[src/rtl/timer_pkg.sv]
`default_nettype none
// ============================================================================
// timer_pkg : register map, TCR/TSR field indices, Cks encodings (TIMER_AUTO_RELOAD_EN) | rev 1.0
// ============================================================================
package timer_pkg;

  localparam logic [1:0] TDR_OFS  = 2'd0;
  localparam logic [1:0] TCR_OFS  = 2'd1;
  localparam logic [1:0] TSR_OFS  = 2'd2;
  localparam logic [1:0] TCNT_OFS = 2'd3;

  localparam int LOAD   = 7;
  localparam int ARE    = 6;
  localparam int UPDW   = 5;
  localparam int EN     = 4;
  localparam int CKS_HI = 1;
  localparam int CKS_LO = 0;

  localparam int OVF = 0;
  localparam int UDF = 1;

`ifdef TIMER_AUTO_RELOAD_EN
  localparam int ARE_EN = 1;
`else
  localparam int ARE_EN = 0;
`endif

  // Implemented TCR bits; everything else reads back as zero.
  localparam logic [7:0] TCR_MASK = 8'((1 << LOAD) | (ARE_EN << ARE) | (1 << UPDW) |
                                       (1 << EN) | ((1 << (CKS_HI + 1)) - (1 << CKS_LO)));

  typedef enum logic [1:0] {
    CKS_DIV2  = 2'b00,
    CKS_DIV4  = 2'b01,
    CKS_DIV8  = 2'b10,
    CKS_DIV16 = 2'b11
  } cks_e;

  function automatic logic prescale_tap(input logic [3:0] pre, input cks_e cks);
    logic tap;
    case (cks)
      CKS_DIV2:  tap = pre[0];
      CKS_DIV4:  tap = pre[1];
      CKS_DIV8:  tap = pre[2];
      default:   tap = pre[3];
    endcase
    return tap;
  endfunction

endpackage
`default_nettype wire

[src/rtl/timer_channel.sv]
`default_nettype none
// ============================================================================
// timer_channel : one TDR/TCR/TSR/TCNT timer channel (TIMER_AUTO_RELOAD_EN) | rev 1.0
// ============================================================================
module timer_channel
  import timer_pkg::*;
#(
  parameter int DATA_WIDTH = 8
) (
  input  logic                  clk,
  input  logic                  rst,
  input  logic [3:0]            i_pre,
  input  logic                  i_wr_tdr,
  input  logic                  i_wr_tcr,
  input  logic                  i_wr_tsr,
  input  logic [DATA_WIDTH-1:0] i_wdata,
  output logic [DATA_WIDTH-1:0] o_tdr,
  output logic [DATA_WIDTH-1:0] o_tcr,
  output logic [DATA_WIDTH-1:0] o_tsr,
  output logic [DATA_WIDTH-1:0] o_tcnt,
  output logic                  o_ovf,
  output logic                  o_udf
);

  localparam logic [DATA_WIDTH-1:0] C_ONES = '1;
  localparam logic [DATA_WIDTH-1:0] C_ONE  = DATA_WIDTH'(1);

  logic [DATA_WIDTH-1:0] tdr_q, tdr_d;
  logic [DATA_WIDTH-1:0] tcnt_q, tcnt_d;
  logic [7:0]            tcr_q, tcr_d;
  logic [1:0]            tsr_q, tsr_d;
  logic                  tcr7_q, tcr7_d;
  logic                  tap_q, tap_d;

  logic w_tap;
  logic w_load;
  logic w_tick;
  logic w_reload;
  logic w_ovf_set;
  logic w_udf_set;

  always_comb begin
    tdr_d     = tdr_q;
    tcr_d     = tcr_q;
    tsr_d     = tsr_q;
    tcnt_d    = tcnt_q;
    w_ovf_set = 1'b0;
    w_udf_set = 1'b0;

    if (i_wr_tdr) tdr_d = i_wdata;
    if (i_wr_tcr) tcr_d = i_wdata[7:0] & TCR_MASK;

    w_tap  = prescale_tap(i_pre, cks_e'(tcr_q[CKS_HI:CKS_LO]));
    tap_d  = w_tap;
    tcr7_d = tcr_q[LOAD];
    w_load = tcr_q[LOAD] & ~tcr7_q;
    w_tick = w_tap & ~tap_q;

`ifdef TIMER_AUTO_RELOAD_EN
    w_reload = tcr_q[ARE];
`else
    w_reload = 1'b0;
`endif

    // Load wins over a coincident tick.
    if (w_load) begin
      tcnt_d = tdr_q;
    end else if (w_tick && tcr_q[EN]) begin
      if (!tcr_q[UPDW]) begin
        if (tcnt_q == C_ONES) begin
          w_ovf_set = 1'b1;
          tcnt_d    = w_reload ? tdr_q : '0;
        end else begin
          tcnt_d = tcnt_q + C_ONE;
        end
      end else begin
        if (tcnt_q == '0) begin
          w_udf_set = 1'b1;
          tcnt_d    = w_reload ? tdr_q : C_ONES;
        end else begin
          tcnt_d = tcnt_q - C_ONE;
        end
      end
    end

    // Hardware set is applied after the W1C so a same-cycle event is never lost.
    if (i_wr_tsr) tsr_d = tsr_q & ~i_wdata[1:0];
    tsr_d[OVF] = tsr_d[OVF] | w_ovf_set;
    tsr_d[UDF] = tsr_d[UDF] | w_udf_set;
  end

  always_ff @(posedge clk) begin
    if (rst) begin
      tdr_q  <= '0;
      tcr_q  <= '0;
      tsr_q  <= '0;
      tcnt_q <= '0;
      tcr7_q <= 1'b0;
      tap_q  <= 1'b0;
    end else begin
      tdr_q  <= tdr_d;
      tcr_q  <= tcr_d;
      tsr_q  <= tsr_d;
      tcnt_q <= tcnt_d;
      tcr7_q <= tcr7_d;
      tap_q  <= tap_d;
    end
  end

  assign o_tdr  = tdr_q;
  assign o_tcr  = DATA_WIDTH'(tcr_q);
  assign o_tsr  = DATA_WIDTH'(tsr_q);
  assign o_tcnt = tcnt_q;
  assign o_ovf  = tsr_q[OVF];
  assign o_udf  = tsr_q[UDF];

endmodule
`default_nettype wire

[src/rtl/apb_timer_multi.sv]
`default_nettype none
// ============================================================================
// apb_timer_multi : NUM_CH APB timer channels, shared prescaler (TIMER_AUTO_RELOAD_EN) | rev 1.0
// ============================================================================
module apb_timer_multi
  import timer_pkg::*;
#(
  parameter int ADDR_WIDTH = 8,
  parameter int DATA_WIDTH = 8,
  parameter int NUM_CH     = 4
) (
  input  logic                  PCLK,
  input  logic                  PRESET,
  input  logic                  PSEL,
  input  logic                  PENABLE,
  input  logic                  PWRITE,
  input  logic [ADDR_WIDTH-1:0] PADDR,
  input  logic [DATA_WIDTH-1:0] PWDATA,
  output logic [DATA_WIDTH-1:0] PRDATA,
  output logic                  PREADY,
  output logic                  PSLVERR,
  output logic [NUM_CH-1:0]     TMR_OVF,
  output logic [NUM_CH-1:0]     TMR_URF
);

  localparam int CH_W = ADDR_WIDTH - 2;

  logic [3:0] pre_q, pre_d;

  logic [CH_W-1:0]       w_ch;
  logic [1:0]            w_ofs;
  logic                  w_access;
  logic                  w_ch_valid;
  logic                  w_err;
  logic                  w_wr;
  logic                  w_rd;
  logic [NUM_CH-1:0]     w_hit;
  logic [DATA_WIDTH-1:0] w_ch_rd [NUM_CH];

  assign w_ch       = PADDR[ADDR_WIDTH-1:2];
  assign w_ofs      = PADDR[1:0];
  assign w_access   = PSEL & PENABLE;
  assign w_ch_valid = int'(w_ch) < NUM_CH;
  assign w_err      = w_access & (~w_ch_valid | (PWRITE & (w_ofs == TCNT_OFS)));
  assign w_wr       = w_access & PWRITE & ~w_err & ~PRESET;
  assign w_rd       = w_access & ~PWRITE & ~w_err & ~PRESET;

  assign PREADY  = 1'b1;
  assign PSLVERR = w_err & ~PRESET;

  assign pre_d = pre_q + 4'd1;

  always_ff @(posedge PCLK) begin
    if (PRESET) begin
      pre_q <= '0;
    end else begin
      pre_q <= pre_d;
    end
  end

  for (genvar c = 0; c < NUM_CH; c++) begin : g_ch
    logic [DATA_WIDTH-1:0] w_tdr;
    logic [DATA_WIDTH-1:0] w_tcr;
    logic [DATA_WIDTH-1:0] w_tsr;
    logic [DATA_WIDTH-1:0] w_tcnt;

    assign w_hit[c] = (w_ch == CH_W'(c));

    timer_channel #(
      .DATA_WIDTH (DATA_WIDTH)
    ) u_ch (
      .clk      (PCLK),
      .rst      (PRESET),
      .i_pre    (pre_q),
      .i_wr_tdr (w_wr & w_hit[c] & (w_ofs == TDR_OFS)),
      .i_wr_tcr (w_wr & w_hit[c] & (w_ofs == TCR_OFS)),
      .i_wr_tsr (w_wr & w_hit[c] & (w_ofs == TSR_OFS)),
      .i_wdata  (PWDATA),
      .o_tdr    (w_tdr),
      .o_tcr    (w_tcr),
      .o_tsr    (w_tsr),
      .o_tcnt   (w_tcnt),
      .o_ovf    (TMR_OVF[c]),
      .o_udf    (TMR_URF[c])
    );

    assign w_ch_rd[c] = (w_ofs == TDR_OFS) ? w_tdr :
                        (w_ofs == TCR_OFS) ? w_tcr :
                        (w_ofs == TSR_OFS) ? w_tsr : w_tcnt;
  end

  always_comb begin
    PRDATA = '0;
    if (w_rd) begin
      for (int c = 0; c < NUM_CH; c++) begin
        if (w_hit[c]) PRDATA = w_ch_rd[c];
      end
    end
  end

endmodule
`default_nettype wire

[config.mk]
export PLATFORM = sky130hd
export DESIGN_NAME = apb_timer_multi
export DESIGN_NICKNAME = d
export VERILOG_FILES = /design/src/rtl/timer_pkg.sv /design/src/rtl/timer_channel.sv /design/src/rtl/apb_timer_multi.sv
export SDC_FILE = /design/constraint.sdc
export NUM_CORES = 1
export LEC_CHECK = 0
export CAP_MARGIN = 10
export CORE_AREA = 2 2 131 133
export CTS_CLUSTER_DIAMETER = 200
export DETAILED_ROUTE_END_ITERATION = 10
export DIE_AREA = 0 0 133 135
export PLACE_DENSITY = 0.65
export SYNTH_ARGS = -nofsm -noshare
export SYNTH_HDL_FRONTEND = slang
export SYNTH_HIERARCHICAL = 1
export SYNTH_SLANG_ARGS = --single-unit
[constraint.sdc]
create_clock -name PCLK -period 2.2 [get_ports PCLK]
set_clock_uncertainty 0.2 [all_clocks]
set_input_delay 0.44 -clock PCLK [delete_from_list [all_inputs] [get_ports PCLK]]
set_output_delay 0.44 -clock PCLK [all_outputs]
set_load 0.02 [all_outputs]
==> metrics.md <==
| Metric | Value |
|---|---|
| Status | `complete, but fails checks` |
| Failing checks | `negative setup slack` |
| DR iter-0 viols | `667` |
| DP HPWL | `16030 um` |
| Share of power burned in registers | `48.5%` |
| Initial antenna violation count | `0` |
| Htree depth | `3` |
| Root Driver | `clkbuf_16` |
| Maximum number of pins on one net before global-route repair | `43` |
| Inst Count DP | `1149` |
| Die area | `17960 sq um` |
| WP data arrival | `1740 ps` |
| ANT nets after route | `0` |
| RSZ-0062 raised after global routing | `true` |
| Max VDD drop | `0.3753 mV` |
| I/O pin cnt | `39` |
| Initial core utilization | `46.46%` |
| DIE HEIGHT | `135 um` |
| Most frequent cells after synthesis | `dfxtp_1 (104), nor2_1 (91), mux2i_1 (76)` |
| DRC violations left | `0` |
| Sw frac | `25.92%` |
| Static Leakage | `3.734 nW` |
| Clk slew on worst S/H paths | `80 ps` |
| Slew headroom | `59.84%` |
| Fin crit share | `108.0%` |
| Diodes inserted | `0` |
| Largest cells by area after synthesis | `dfxtp_1 (27%), mux2i_1 (10%), mux4_1 (7.6%)` |
| CP dominant cell by count | `buf_6` |
| Vias in the first global route | `6455` |
| Clock buffer depth | `2` |
| Largest stage delay, worst path | `450 ps` |
| Routed wire length | `23280 um` |
| Total of max-cap violations | `0` |
| Syn Area/Cell | `9.228 sq um` |
| Total GRT Usage | `25.88%` |
| # rows | `47` |
| Area share of the largest cell type after synthesis | `27.31%` |
| Pwr/cell area | `402.6 nW/um^2` |
| Max-slew violations | `0` |
| Number of CTS-inserted buffers | `9` |
| Clk_lat worst skew | `360 ps` |
| Synth area leader | `dfxtp_1` |
| Startpoint Class | `primary input` |
| Global-route wire length before repair | `36230 um` |
| Ys flop type | `dfxtp_1` |
| Average wire per standard cell | `19.77 um` |
| Final GP Congestion | `0.8693` |
| Number of port buffers | `37` |
| Total gr overflow | `0` |
| Cell family with most CP delay | `multiplexers` |
| Core Area | `16410 sq um` |
| Internal power | `2.903 mW` |
| Final setup viols | `9` |
| Distinct cells, synth | `63` |
| CP Class | `in2out` |
| Die width | `133 um` |
| Most numerous cell in the Yosys netlist | `dfxtp_1` |
| Slew @ Worst Pin | `600.5 ps` |
| Sw Pwr | `1.015 mW` |
| Finished Layout Cells | `1177` |
| Final Critical Period | `2375 ps` |
| Sink Count | `104` |
| CTS tree | `yes` |
| Final TNS setup | `-1153 ps` |
| Yosys Warn Count | `6` |
| Final Hold Viols | `0` |
| Final Core Density | `59.32%` |
| HP Class | `reg2reg` |
| Fillcell total | `1377` |
| Crit-path max FO | `7` |
| Post-synthesis instance area | `7622 sq um` |
| CP Data Required Time | `1560 ps` |
| Synthesized netlist cell count | `826` |
| EDFF count, synth | `0` |
| Layout cells sized above 1 | `29.78%` |
| Via density | `5.929` |
| Fin worst setup slack | `-175.3 ps` |
| WP buf/inv | `4` |
| Detailed-route via count | `6979` |
| Combinational Power Share | `11.7%` |
| Worst-path cell chain | `buf_16 -> buf_12 -> buf_6 -> mux4_2 -> mux2i_4 -> o22ai_4 -> buf_6` |
| Number of synthesized register bits | `104` |
| Seq/Total Area, Yosys | `27.31%` |
| Area Overhead vs Synth | `27.68%` |
| Share of synthesized registers carrying an async set or reset | `0%` |
| 1st-pass router iterations | `5` |
| Clock share of power | `39.8%` |
| Crit. End Element | `primary output` |
| Slowest stage cell, crit path | `mux4_2` |
| Max frequency | `421.0 MHz` |
| Place WS | `-857.6 ps` |
| Final net count | `986` |
-- per-stage QoR --
step / hold WS, ps / total power [mW] / cell area [sq um]
finish: 336.1 / 3.918 / 9732
global route: 378.9 / 4.046 / 9732
CTS: 335.8 / 3.894 / 9575
detailed placement: 317.3 / 2.275 / 8905
global placement: 307.6 / 2.272 / 8905
floorplan: 238.1 / 2.174 / 7742
-- layout make-up --
type	instances	area [sq um]	share of cell area [%]
Clock buffer	9	225.2	2.314
Inverter	25	93.84	0.9643
Clock inverter	7	55.05	0.5657
Sequential cell	104	2091	21.48
Timing Repair Buffer	196	1854	19.05
Multi-Input combinational cell	616	5137	52.79
Tap cell	220	275.3	2.828
-- power groups by stage --
| stage | Clock (mW) | Sequential, mW | Combinational [mW] |
|---|---|---|---|
| 2_1_floorplan | 0 | 1.94 | 0.234 |
| 3_3_place_gp | 0 | 1.94 | 0.328 |
| 3_5_place_dp | 0 | 1.94 | 0.331 |
| 4_1_cts | 1.57 | 1.90 | 0.420 |
| 5_1_grt | 1.67 | 1.90 | 0.479 |
| 6_report | 1.56 | 1.90 | 0.458 |
-- sequential cells by signal, indices dropped and copies added, names as in the netlist --
name	flops
g_ch.u_ch/tsr_q	8
g_ch.u_ch/o_tcr	20
g_ch.u_ch/o_tdr	32
g_ch.u_ch/tcr7_q	4
pre_q	4
g_ch.u_ch/o_tcnt	32
g_ch.u_ch/tap_q	4
-- worst register-to-register path: cells and delay by family, from the launching register on --
family          cells  cell delay, ps
compound gates      2             480
simple gates        2             360
buf+inv             3             360
flops               1             380
fa+ha+maj           1             210
-- cell families after synthesis --
logic type	count (synthesis)	synth area share, %
other	5	0.2463
and+or+nand+nor	270	18.93
buffers and inverters	138	10.14
muxes	120	22.69
AOI/OAI and AO/OA	162	16.94
xor gates and xnor gates	14	1.609
DFF	104	27.31
adders and majority gates	13	2.134
-- routing by layer --
metal  global-route usage [%]  up-vias  routed length [um]
met5                        0        -                   0
met4                    9.020        0                 664
met3                    6.119       47                1778
met2                    39.87      262               10650
met1                    35.67     3398               10180
li1                         -     3272                   -
-- placed cells by master, fill, tap and decap left out, drive strengths merged, types with 5 or more instances in the layout --
master / instances
a21o: 12
a21oi: 20
a22o: 8
a32o: 12
and2: 12
and3: 16
and3b: 5
buf: 169
clkbuf: 14
clkdlybuf4s50: 16
conb: 37
dfxtp: 104
ha: 13
inv: 27
mux2: 12
mux2i: 76
mux4: 32
nand2: 32
nand2b: 5
nand3: 14
nand4: 13
nor2: 91
nor2b: 13
nor3: 24
nor3b: 20
nor4: 9
o2111ai: 8
o21ai: 16
o22ai: 12
o311ai: 8
xnor2: 9
xor2: 5
-- worst paths after layout --
kind	startpoint	end	slack [ps]	cells after the start
max	PADDR[0]	PRDATA[3]	-180	7
min	pre_q[0]	pre_q[0]	340	1
max reg2reg	g_ch[2].u_ch/o_tcnt[0]	g_ch[2].u_ch/o_tcnt[4]	90	8
min reg2reg	pre_q[0]	pre_q[0]	340	1
-- timing repair --
action	in CTS	in global routing
hold buffers	0	0
setup endpoints to repair	69	78
pin swaps	11	13
endpoints found under the hold margin	0	0
cloned	5	1
setup buffers	1	5
resized for setup	145	43
Note: power is estimated with default switching activity, not from simulation.
